==> src/rtl/pif_bridge_pkg.sv <==
// pif_bridge_pkg: shared constants and packed-width helpers for the PIF pipe bridge.
package pif_bridge_pkg;

    localparam int PIF_CNTL_LAST_BIT = 0;
    localparam int PIF_CNTL_W        = 8;
    localparam int PIF_PRIO_W        = 2;

    // Width of one packed request beat: cntl, adrs, data, byte enables, id, priority, attribute, route.
    function automatic int reqWidth(input int addrW, input int dataW, input int idW,
                                    input int attrW, input int routeW);
        return PIF_CNTL_W + addrW + dataW + dataW / 8 + idW + PIF_PRIO_W + attrW + routeW;
    endfunction

    // Width of one packed response beat: cntl, data, id, priority, route.
    function automatic int respWidth(input int dataW, input int idW, input int routeW);
        return PIF_CNTL_W + dataW + idW + PIF_PRIO_W + routeW;
    endfunction

endpackage

==> src/rtl/pif_bridge_fifo.sv <==
// pif_bridge_fifo: synchronous FIFO with wrap-bit pointers and registered full/empty flags.
module pif_bridge_fifo #(
    parameter int WIDTH = 8,
    parameter int DEPTH = 4
) (
    input  logic             clk,
    input  logic             rstN,
    input  logic             push,
    input  logic [WIDTH-1:0] pushData,
    input  logic             pop,
    output logic [WIDTH-1:0] popData,
    output logic             full,
    output logic             empty
);

    localparam int AW = $clog2(DEPTH);
    localparam int PW = AW + 1;

    logic [PW-1:0]    wrPtr;
    logic [PW-1:0]    rdPtr;
    logic [PW-1:0]    wrPtrNext;
    logic [PW-1:0]    rdPtrNext;
    logic [WIDTH-1:0] mem [DEPTH];
    logic             doPush;
    logic             doPop;

    assign doPush    = push && !full;
    assign doPop     = pop && !empty;
    assign wrPtrNext = wrPtr + PW'(doPush);
    assign rdPtrNext = rdPtr + PW'(doPop);
    assign popData   = mem[rdPtr[AW-1:0]];

    // Advance pointers and precompute the flags from the next pointer values so they leave a flop.
    always_ff @(posedge clk or negedge rstN) begin
        if (!rstN) begin
            wrPtr <= '0;
            rdPtr <= '0;
            full  <= 1'b0;
            empty <= 1'b1;
        end else begin
            wrPtr <= wrPtrNext;
            rdPtr <= rdPtrNext;
            empty <= (wrPtrNext == rdPtrNext);
            full  <= (wrPtrNext[AW] != rdPtrNext[AW]) &&
                     (wrPtrNext[AW-1:0] == rdPtrNext[AW-1:0]);
        end
    end

    // Storage is cleared on reset so the payload outputs read as zero while empty after reset.
    always_ff @(posedge clk or negedge rstN) begin
        if (!rstN) begin
            for (int i = 0; i < DEPTH; i++) begin
                mem[i] <= '0;
            end
        end else if (doPush) begin
            mem[wrPtr[AW-1:0]] <= pushData;
        end
    end

endmodule

==> src/rtl/pif_pipe_bridge.sv <==
// pif_pipe_bridge: registered PIF master-to-slave bridge with request/response FIFOs
// and a per-transaction outstanding limiter.
module pif_pipe_bridge
    import pif_bridge_pkg::*;
#(
    parameter int ADDR_W     = 32,
    parameter int DATA_W     = 64,
    parameter int ID_W       = 6,
    parameter int ATTR_W     = 12,
    parameter int ROUTE_W    = 1,
    parameter int REQ_DEPTH  = 4,
    parameter int RESP_DEPTH = 4,
    parameter int MAX_OUT    = 8
) (
    input  logic                CLK,
    input  logic                RESET_N,
    input  logic                POReqValid_M,
    output logic                PIReqRdy_M,
    input  logic [7:0]          POReqCntl_M,
    input  logic [ADDR_W-1:0]   POReqAdrs_M,
    input  logic [DATA_W-1:0]   POReqData_M,
    input  logic [DATA_W/8-1:0] POReqDataBE_M,
    input  logic [ID_W-1:0]     POReqId_M,
    input  logic [1:0]          POReqPriority_M,
    input  logic [ATTR_W-1:0]   POReqAttribute_M,
    input  logic [ROUTE_W-1:0]  POReqRouteId_M,
    output logic                PIRespValid_M,
    input  logic                PORespRdy_M,
    output logic [7:0]          PIRespCntl_M,
    output logic [DATA_W-1:0]   PIRespData_M,
    output logic [ID_W-1:0]     PIRespId_M,
    output logic [1:0]          PIRespPriority_M,
    output logic [ROUTE_W-1:0]  PIRespRouteId_M,
    output logic                POReqValid_S,
    input  logic                PIReqRdy_S,
    output logic [7:0]          POReqCntl_S,
    output logic [ADDR_W-1:0]   POReqAdrs_S,
    output logic [DATA_W-1:0]   POReqData_S,
    output logic [DATA_W/8-1:0] POReqDataBE_S,
    output logic [ID_W-1:0]     POReqId_S,
    output logic [1:0]          POReqPriority_S,
    output logic [ATTR_W-1:0]   POReqAttribute_S,
    output logic [ROUTE_W-1:0]  POReqRouteId_S,
    input  logic                PIRespValid_S,
    output logic                PORespRdy_S,
    input  logic [7:0]          PIRespCntl_S,
    input  logic [DATA_W-1:0]   PIRespData_S,
    input  logic [ID_W-1:0]     PIRespId_S,
    input  logic [1:0]          PIRespPriority_S,
    input  logic [ROUTE_W-1:0]  PIRespRouteId_S
);

    localparam int REQ_W  = reqWidth(ADDR_W, DATA_W, ID_W, ATTR_W, ROUTE_W);
    localparam int RESP_W = respWidth(DATA_W, ID_W, ROUTE_W);
    localparam int CNT_W  = $clog2(MAX_OUT + 1);
    localparam logic [CNT_W-1:0] MAX_CNT = CNT_W'(MAX_OUT);

    typedef struct packed {
        logic [PIF_CNTL_W-1:0] cntl;
        logic [ADDR_W-1:0]     adrs;
        logic [DATA_W-1:0]     data;
        logic [DATA_W/8-1:0]   dataBe;
        logic [ID_W-1:0]       id;
        logic [PIF_PRIO_W-1:0] prio;
        logic [ATTR_W-1:0]     attr;
        logic [ROUTE_W-1:0]    routeId;
    } reqBeat_t;

    typedef struct packed {
        logic [PIF_CNTL_W-1:0] cntl;
        logic [DATA_W-1:0]     data;
        logic [ID_W-1:0]       id;
        logic [PIF_PRIO_W-1:0] prio;
        logic [ROUTE_W-1:0]    routeId;
    } respBeat_t;

    reqBeat_t         reqIn;
    reqBeat_t         reqOut;
    respBeat_t        respIn;
    respBeat_t        respOut;
    logic             reqFull;
    logic             reqEmpty;
    logic             respFull;
    logic             respEmpty;
    logic             reqPush;
    logic             respPop;
    logic             reqLast;
    logic             respLast;
    logic             rstDone;
    logic [CNT_W-1:0] outCnt;
    logic             underflowPulse;

    assign reqIn = '{cntl: POReqCntl_M, adrs: POReqAdrs_M, data: POReqData_M,
                     dataBe: POReqDataBE_M, id: POReqId_M, prio: POReqPriority_M,
                     attr: POReqAttribute_M, routeId: POReqRouteId_M};

    assign respIn = '{cntl: PIRespCntl_S, data: PIRespData_S, id: PIRespId_S,
                      prio: PIRespPriority_S, routeId: PIRespRouteId_S};

    assign PIReqRdy_M    = rstDone && !reqFull && (outCnt != MAX_CNT);
    assign PORespRdy_S   = rstDone && !respFull;
    assign POReqValid_S  = !reqEmpty;
    assign PIRespValid_M = !respEmpty;

    assign reqPush  = POReqValid_M && PIReqRdy_M;
    assign respPop  = PIRespValid_M && PORespRdy_M;
    assign reqLast  = reqPush && POReqCntl_M[PIF_CNTL_LAST_BIT];
    assign respLast = respPop && respOut.cntl[PIF_CNTL_LAST_BIT];

    assign POReqCntl_S      = reqOut.cntl;
    assign POReqAdrs_S      = reqOut.adrs;
    assign POReqData_S      = reqOut.data;
    assign POReqDataBE_S    = reqOut.dataBe;
    assign POReqId_S        = reqOut.id;
    assign POReqPriority_S  = reqOut.prio;
    assign POReqAttribute_S = reqOut.attr;
    assign POReqRouteId_S   = reqOut.routeId;

    assign PIRespCntl_M     = respOut.cntl;
    assign PIRespData_M     = respOut.data;
    assign PIRespId_M       = respOut.id;
    assign PIRespPriority_M = respOut.prio;
    assign PIRespRouteId_M  = respOut.routeId;

    pif_bridge_fifo #(.WIDTH(REQ_W), .DEPTH(REQ_DEPTH)) reqFifo (
        .clk(CLK), .rstN(RESET_N),
        .push(reqPush), .pushData(reqIn),
        .pop(POReqValid_S && PIReqRdy_S), .popData(reqOut),
        .full(reqFull), .empty(reqEmpty)
    );

    pif_bridge_fifo #(.WIDTH(RESP_W), .DEPTH(RESP_DEPTH)) respFifo (
        .clk(CLK), .rstN(RESET_N),
        .push(PIRespValid_S && PORespRdy_S), .pushData(respIn),
        .pop(respPop), .popData(respOut),
        .full(respFull), .empty(respEmpty)
    );

    // Hold both ready outputs low until the first clock edge after reset release.
    always_ff @(posedge CLK or negedge RESET_N) begin
        if (!RESET_N) begin
            rstDone <= 1'b0;
        end else begin
            rstDone <= 1'b1;
        end
    end

    // Count transactions between the last request beat and the last response beat; underflow saturates.
    always_ff @(posedge CLK or negedge RESET_N) begin
        if (!RESET_N) begin
            outCnt         <= '0;
            underflowPulse <= 1'b0;
        end else begin
            underflowPulse <= 1'b0;
            if (reqLast && !respLast) begin
                outCnt <= outCnt + 1'b1;
            end else if (!reqLast && respLast) begin
                if (outCnt == '0) begin
                    underflowPulse <= 1'b1;
                end else begin
                    outCnt <= outCnt - 1'b1;
                end
            end
        end
    end

endmodule

==> config.mk <==
export PLATFORM = sky130hd
export DESIGN_NAME = pif_pipe_bridge
export DESIGN_NICKNAME = d
export VERILOG_FILES = /design/src/rtl/pif_bridge_pkg.sv /design/src/rtl/pif_bridge_fifo.sv /design/src/rtl/pif_pipe_bridge.sv
export SDC_FILE = /design/constraint.sdc
export NUM_CORES = 1
export LEC_CHECK = 0
export CORE_MARGIN = 5
export CORE_UTILIZATION = 51
export CTS_BUF_LIST = sky130_fd_sc_hd__clkbuf_2
export DETAILED_ROUTE_END_ITERATION = 8
export GPL_ROUTABILITY_DRIVEN = 0
export PLACE_DENSITY = 0.74
export SLEW_MARGIN = 5
export SYNTH_ARGS = -nofsm -noshare
export SYNTH_HDL_FRONTEND = slang
export SYNTH_SLANG_ARGS = --single-unit
==> constraint.sdc <==
create_clock -name CLK -period 2.74 [get_ports CLK]
set_input_delay 0.411 -clock CLK [delete_from_list [all_inputs] [get_ports CLK]]
set_output_delay 0.411 -clock CLK [all_outputs]
set_load 0.05 [all_outputs]
# After elaboration in Yosys (flattened, before gate mapping)
# Index checks and enable logic that the tools add are counted.
dict set report word_totals {
  reg_bits 877
  input_bits 220
  out_inout_bits 218
  word_cells 85
}
dict set report op_classes {
  addsub 6
  n_lt_le_gt_ge 6
  eq_ne 8
  n_mux 15
  bitwise_logic 4
  reduce_logical 28
}
# cell n
set ops {}
lappend ops {{$bwmux W532} 1}
lappend ops {{$mux W133} 3}
lappend ops {{$bwmux W324} 1}
lappend ops {{$bmux W133 S2} 1}
lappend ops {{$demux W133 S2} 1}
lappend ops {{$mux W81} 3}
lappend ops {{$bmux W81 S2} 1}
lappend ops {{$demux W81 S2} 1}
lappend ops {{$logic_and A1 B1 Y1} 19}
lappend ops {{$add A3 B1 Y3} 4}
lappend ops {{$ge A3 B3 Y1 const B} 4}
lappend ops {{$mux W4} 3}
lappend ops {{$not A2 Y3} 4}
lappend ops {{$eq A3 B3 Y1} 2}
lappend ops {{$logic_not A1 Y1} 6}
lappend ops {{$lt A3 B1 Y1 const B} 2}
lappend ops {{$add A4 B1 Y4 const B} 1}
lappend ops {{$eq A2 B2 Y1} 2}
lappend ops {{$logic_not A4 Y1} 1}
lappend ops {{$ne A4 B4 Y1 const B} 1}
lappend ops {{$sub A4 B1 Y4 const B} 1}
lappend ops {{$ne A1 B1 Y1} 2}
lappend ops {{$ne A2 B2 Y1 const B} 1}
lappend ops {{$reduce_and A2 Y1} 1}
lappend ops {{$reduce_bool A2 Y1} 1}

# Longest topological paths before layout
# Gate-level depths: netlist (run 1).
dict set report depth {
  word_depth 9
  mapped_depth 11
  depth_no_buf 11
}

# Cells and area by module
# A second synthesis (run 1) with hierarchy kept.
dict set report unflattened {
  cells_unflattened 2159
  hier_area_um2 38340.5
}
# mod n_inst cells_per_inst area_per_inst_um2 seq_area_each_um2
set modules_own_cells {}
lappend modules_own_cells {{pif_bridge_fifo (reqFifo)} 1 1312 23172.2 13514.2}
lappend modules_own_cells {{pif_bridge_fifo (respFifo)} 1 809 14809.2 8309.2}
lappend modules_own_cells {pif_pipe_bridge 1 38 359.1 125.1}

# Least setup slack after synthesis (run 1)
# OpenSTA, ideal clock, no wires.
dict set report synth_path {
  path_type {register to register}
  startpoint {register respFifo.rdPtr[0]}
  endpoint {register outCnt[3]}
  setup_ns 0.121
  arrival_ns 2.602
  path_slack_ns 0.017
  stages_incl_launch_ff 11
  period_less_slack_ns 2.723
  cell_sequence {dfrtp_1 clkbuf_1 mux4_2 nand2_1 ha_1 inv_1 ha_1 a21o_1 a21oi_1 xnor2_1 a22o_1}
}
dict set report synth_between {
  elab_chain_cells 9
}
# element line_no
set synth_lines {}
lappend synth_lines {{start: declaration} pif_bridge_fifo.sv:20} ;# logic [PW-1:0] rdPtr;
lappend synth_lines {{start signal: assignment} pif_bridge_fifo.sv:42} ;# rdPtr <= rdPtrNext;
lappend synth_lines {{$not A2 Y3 (implied by the code) (*)} pif_bridge_fifo.sv:31} ;# assign popData = mem[rdPtr[AW-1:0]];
lappend synth_lines {{$bmux W81 S2 (*)} pif_bridge_fifo.sv:31}
lappend synth_lines {{$mux W81 (implied by the code) (*) (2 in a row)} pif_bridge_fifo.sv:31}
lappend synth_lines {{via PIRespCntl_M[0]} pif_pipe_bridge.sv:29} ;# output logic [7:0] PIRespCntl_M,
lappend synth_lines {{$logic_and A1 B1 Y1 (*)} pif_pipe_bridge.sv:108} ;# assign respLast = respPop && respOut.cntl[PIF_CNTL_LAST_BIT];
lappend synth_lines {{$logic_not A1 Y1} pif_pipe_bridge.sv:155} ;# if (reqLast && !respLast) begin
lappend synth_lines {{$logic_and A1 B1 Y1} pif_pipe_bridge.sv:155}
lappend synth_lines {{$ne A2 B2 Y1 (no line) or $reduce_bool A2 Y1 (tied branches)} n/a}
lappend synth_lines {{$reduce_and A2 Y1 (no line)} n/a}
lappend synth_lines {{end signal: assignment} pif_pipe_bridge.sv:156} ;# outCnt <= outCnt + 1'b1;
lappend synth_lines {{end signal: assignment} pif_pipe_bridge.sv:161} ;# outCnt <= outCnt - 1'b1;
lappend synth_lines {{end: declaration} pif_pipe_bridge.sv:90} ;# logic [CNT_W-1:0] outCnt;
# The timed path passes the listed nets; every way through them passes the cells marked *. The select of a mux whose other input is x is not followed.
# A chain may end at the register's enable or synchronous reset.

# Worst setup path in the final report (run 1)
dict set report layout_path {
  startpoint {register reqFifo.rdPtr[0]}
  endpoint {output POReqCntl_S[5]}
}
dict set report layout_between {
  elab_chain_cells 4
}
# element line_no
set layout_lines {}
lappend layout_lines {{start: declaration} pif_bridge_fifo.sv:20}
lappend layout_lines {{start signal: assignment} pif_bridge_fifo.sv:42}
lappend layout_lines {{$not A2 Y3 (implied by the code)} pif_bridge_fifo.sv:31}
lappend layout_lines {{$bmux W133 S2} pif_bridge_fifo.sv:31}
lappend layout_lines {{$mux W133 (implied by the code) (2 in a row)} pif_bridge_fifo.sv:31}
lappend layout_lines {{end: declaration} pif_pipe_bridge.sv:36} ;# output logic [7:0] POReqCntl_S,
# No other way between the ends. The select of a mux whose other input is x is not followed.

==> results of run 1 <==
worst max-delay path, stage by stage, from the launching register on:
cell,delay [ns]
dfrtp_4,0.52
buf_12,0.15
buf_12,0.12
buf_16,0.15
mux4_2,0.55
buf_8,0.17
state kept, by name, indices dropped and copies added (netlist names):
signal          cells
reqFifo.full        1
respFifo.full       1
reqFifo.empty       1
reqFifo.wrPtr       3
reqFifo.rdPtr       3
outCnt              4
reqFifo.mem       532
respFifo.empty      1
respFifo.wrPtr      3
respFifo.rdPtr      3
respFifo.mem      324
rstDone             1
repair_timing:
action,4_1_cts,5_1_grt
gates cloned,23,5
resized for setup,267,51
hold buffers,222,0
hold endpoints to repair,1745,0
setup buffers,33,7
setup endpoints to repair,218,218
pin swaps,2,4
synth_stat cells:
library cell | number | area share [%]
clkbuf_1 | 36 | 0.36
nor2b_1 | 6 | 0.099
ha_1 | 11 | 0.36
a22o_1 | 1 | 0.023
conb_1 | 1 | 0.0099
a21o_1 | 1 | 0.020
and3b_1 | 1 | 0.023
mux2_1 | 70 | 2.1
mux4_2 | 214 | 13
or3_1 | 1 | 0.016
nand4bb_4 | 1 | 0.072
mux2_4 | 70 | 2.8
mux2i_1 | 1 | 0.026
mux2_2 | 716 | 21
xor2_1 | 3 | 0.069
nor3b_1 | 2 | 0.039
dfrtp_1 | 875 | 58
buf_2 | 72 | 0.95
nand3b_1 | 1 | 0.020
inv_2 | 1 | 0.0099
and3_1 | 1 | 0.016
nor3b_2 | 2 | 0.066
nor2_1 | 7 | 0.069
inv_1 | 5 | 0.049
xnor2_1 | 10 | 0.23
nand2_1 | 7 | 0.069
dfstp_2 | 2 | 0.14
nor3_1 | 1 | 0.013
nor4b_2 | 1 | 0.039
buf_1 | 3 | 0.030
fa_1 | 1 | 0.053
buf_4 | 14 | 0.28
buf_6 | 16 | 0.47
and2_1 | 1 | 0.016
nand3_1 | 1 | 0.013
a21oi_1 | 3 | 0.039
cells by family (layout without fill, tap and decap cells):
logic type | after synthesis | in the layout
AO/OA/AOI/OAI | 5 | 5
XOR/XNOR | 13 | 13
adder cells (fa/ha/maj) | 12 | 12
buffers and inverters | 147 | 1185
flip-flops | 877 | 877
multiplexers | 1071 | 1071
other | 1 | 14
AND/OR/NAND/NOR | 33 | 33
layer usage:
metal,routed length (um),vias to the layer above
met5,27,-
met4,3150,4
met3,5870,175
met2,52500,684
met1,40400,12304
li1,-,10011
cells in the final DEF, fill, tap and decap left out, types with 64 or more instances in the layout:
master             n
buf_12            64
buf_4             65
buf_6            177
clkbuf_2         317
clkdlybuf4s50_1  218
dfrtp_1          869
dlygate4sd3_1    221
mux2_1            70
mux2_2           716
mux2_4            70
mux4_2           214
through the flow:
stage / std cells / util, % / instance area (um^2)
after detailed placement: 3511 / 58.8 / 43600
after CTS: 4163 / 67.0 / 49700
after floorplan: 2159 / - / 38000
after global routing: 4175 / 67.2 / 49900
final: 4179 / 67.2 / 49900
after global placement: 3511 / 58.8 / 43600
area by class of cell:
type                       instances  share of cell area, %
sequential                       877                   44.0
multi-input combinational       1135                   30.8
timing repair buffer             804                   18.8
clock buffer                     317                   3.18
tap                              969                   2.43
clock inverter                    58                  0.640
antenna                           13                 0.0652
inverter                           6                 0.0452
final timing paths:
kind	end	depth (start not counted)
worst max-delay path	POReqCntl_S[5]	5
max in group asynchronous	respFifo.mem[238]	6
min in group asynchronous	reqFifo.mem[466]	5
worst min register to register	respFifo.wrPtr[2]	1
worst min-delay path	respFifo.mem[100]	3
worst max register to register	outCnt[3]	12
==> results.cfg, run 1 <==
[route]
via_count = 23178
vias_per_cell = 5.55
post-route-drc-count = 0
wl_per_cell_um = 24.4
final_antenna_net_count = 0
drt-initial-drc-count = 988
firstDrtPassIters = 4
wl_um = 102000

[floorplanning]
start_util_pct = 51.2
ios = 438
placementRows = 100
die_h_um = 283
die_w_um = 283
fp.coreArea_mm2 = 0.0742
die-area_mm2 = 0.0801

[clock_tree]
root_buffer = clkbuf_2
clock-sinks = 877
path_clk_slew_ns = 0.12
tritoncts = built
numCtsBuffers = 218
htreeDepth = 4
cts_max_path_buffers = 3
clk_latency_ns = 1.39

[status]
status = finished, violations left
violations = setup timing

[yosys]
synth_top_family_by_area = multiplexers
synth_compound_area_share_pct = 0.0823
yosys.area_share.adder_pct = 0.415
seq_area_frac_synth_pct = 57.7
synthMuxAreaShare_pct = 38.7
synthCells = 2159
synth_cell_types = 36
syn_area_mm2 = 0.0380
syn_nets = 2391
synthSimpleGateAreaFrac_pct = 0.573
yosys_register_bits = 877
synth_xor_xnor_area_share_pct = 0.299
syn_avg_cell_area_um2 = 17.6
yosysWarnings = 0

[critical_path]
rrSetupSlack_ns = 0.12
cp-start-kind = flop
cp-end-kind = output port
cp_max_fo = 8
r2r-start = respFifo.rdPtr[0]
crit_type = reg -> out
crit_arrival_ns = 2.98
crit_start = reqFifo.rdPtr[0]
cp_data_required_time_ns = 2.33

[place]
dpl_worst_slack_ns = 0.00161
place_hpwl_um = 61000
portBuffers = 437

[timing]
maxSlewViolCount = 0
setup_viol = 215
finalWorstSetupSlack_ns = -0.650
whs_ns = 0.267
finClkSkew_ns = 0.0992
rsz0062_at_grt = true
tns_ns = -117.51
finalCriticalPeriod_ns = 3.39
max_freq_ghz = 0.295
tightest_slew_ns = 0.786
slew_headroom_pct = 47.6
final.period_utilization_pct = 124
hold_viol = 0

[global_route]
grt_use_met2_pct = 43.5
grt_pass1_vias = 26977
grt_pass1_wl_um = 160000
gr-total-overflow = 0
grt_max_degree = 144
use_met3_pct = 6.99
grt_use_met1_pct = 31.5
top_usage_layer = met2
track_usage_pct = 25.5
antenna_found_initial = 11

[final_layout]
multi_input_area_mm2 = 0.0154
fillCellCount = 5036
drive_gt1_share_pct = 54.0
syn_to_final_growth_pct = 31.2
regArea_mm2 = 0.0220
nets = 3274

[hold_path]
hp-class = in -> reg
hp-start = PIRespData_S[10]

[job]
maxCapViolations = 0
Power of run 1 is not shown: default switching activity piles up to over one toggle a cycle in this logic, so the estimate is an artifact.
==> inputs of run 2 (changes only) <==
--- a/config.mk
+++ b/config.mk
@@ -10,8 +10,7 @@
 export CTS_BUF_LIST = sky130_fd_sc_hd__clkbuf_2
 export DETAILED_ROUTE_END_ITERATION = 8
 export GPL_ROUTABILITY_DRIVEN = 0
-export PLACE_DENSITY = 0.74
-export SLEW_MARGIN = 5
+export PLACE_DENSITY = 0.86
 export SYNTH_ARGS = -nofsm -noshare
 export SYNTH_HDL_FRONTEND = slang
 export SYNTH_SLANG_ARGS = --single-unit
==> results.cfg, run 2 (same netlist as run 1, synthesis figures left out) <==
[status]
status = finished, violations left
violations = setup timing

[clock_tree]
htreeDepth = 4
clk_latency_ns = 1.56
numCtsBuffers = 217
root_buffer = clkbuf_2
tritoncts = built
cts_max_path_buffers = 3
clock-sinks = 877
path_clk_slew_ns = 0.15

[place]
portBuffers = 437
place_hpwl_um = 61200
post-place-cells = 3527

[global_route]
gr-total-overflow = 0
grt_pass1_wl_um = 178000
antenna_found_initial = 14
grt_pass1_vias = 29001
track_usage_pct = 28.7
grt_max_degree = 82

[floorplanning]
fp.coreArea_mm2 = 0.0742
die-area_mm2 = 0.0801
placementRows = 100
ios = 438
die_w_um = 283
start_util_pct = 51.2
die_h_um = 283

[final_layout]
syn_to_final_growth_pct = 33.5
mostFrequentLayoutCells = dfrtp_1, mux2_2, clkbuf_2, dlygate4sd3_1, clkdlybuf4s50_1
nets = 3359
largest_reg_flops = 532
final_core_util_pct = 68.4
top_register = reqFifo.mem
top_regs = reqFifo.mem x532, respFifo.mem x324, outCnt x4
final_common_cell = dfrtp_1
fillCellCount = 4398
multi_input_area_mm2 = 0.0153
drive_gt1_share_pct = 53.1
regArea_mm2 = 0.0220
final_cells = 4260

[timing]
max_freq_ghz = 0.286
finalWorstSetupSlack_ns = -0.750
final.period_utilization_pct = 127
finClkSkew_ns = 0.220
tightest_slew_ns = 0.876
rsz0062_at_grt = true
maxSlewViolCount = 0
whs_ns = 0.126
tns_ns = -138.04
slew_headroom_pct = 41.6
hold_viol = 0
setup_viol = 216
finalCriticalPeriod_ns = 3.49

[critical_path]
crit_path_top_delay_cell = mux4_2
cp_data_required_time_ns = 2.33
crit_top_cell = buf_8
cp_max_fo = 6
crit_path_max_incr_delay_ns = 0.62
crit_arrival_ns = 3.08
cp_cell_sequence = clkbuf_16 > buf_8 > mux4_2 > buf_8
cp-end-kind = output port
cp-start-kind = flop
crit_type = reg -> out

[route]
final_antenna_net_count = 0
wl_per_cell_um = 28.1
vias_per_cell = 5.95
post-route-drc-count = 0
wl_um = 120000
via_count = 25355
firstDrtPassIters = 6
drt-initial-drc-count = 1734

[job]
maxCapViolations = 0

[hold_path]
hp-class = in -> reg
==> run 2: through the flow <==
stage / cell area (um^2) / setup slack, ns
after global placement: 43700 / 0.129
final: 50700 / -0.750
after detailed placement: 43700 / 0.0920
after CTS: 50400 / -0.898
after global routing: 50700 / -0.909
after floorplan: 38000 / 0.0175
==> run 2: cell type report <==
class / instances / share of cell area (%)
flip-flops and latches: 877 / 43.3
inverters: 6 / 0.0444
well taps: 969 / 2.39
clock buffers: 315 / 3.11
diodes: 18 / 0.0888
repair buffers: 890 / 20.2
clock inverters: 50 / 0.688
multi-input cells: 1135 / 30.2
==> run 2: timing repair <==
item,4_1_cts,5_1_grt
hold buffers,287,0
pin swaps,1,2
cloned,25,11
buffers inserted,28,10
endpoints found under the setup margin,218,218
hold endpoints to repair,1751,0
resized for setup,274,60
==> run 2: worst paths after layout <==
| check | from | to | slack, ns | cells after the start |
|---|---|---|---|---|
| max | respFifo.rdPtr[0] | PIRespData_M[49] | -0.75 | 4 |
| max reg2reg | respFifo.rdPtr[0] | outCnt[3] | -0.02 | 12 |
| min reg2reg | respFifo.wrPtr[2] | respFifo.wrPtr[2] | 0.49 | 1 |
| min in group asynchronous | RESET_N | reqFifo.mem[402] | 0.19 | 4 |
| max in group asynchronous | RESET_N | respFifo.mem[199] | 1.55 | 6 |
| min | POReqAdrs_M[26] | reqFifo.mem[385] | 0.13 | 3 |
==> run 2: worst max-delay path: cells and delay by family, from the launching register on <==
kind	cells	cell delay, ns
buf+inv	3	0.56
mux	1	0.62
flops	1	0.49
==> run 2: metal layers <==
metal | GRT usage, % | share of wire, % | vias up | wire length, um
met4 | 15.2 | 6.2 | 4 | 7440
li1 | - | - | 10147 | -
met2 | 47.7 | 50 | 1385 | 59900
met1 | 34.2 | 36 | 13404 | 43200
met5 | 0 | 0.023 | - | 27
met3 | 8.12 | 7.4 | 415 | 8870
Power of run 2 is left out for the same reason.
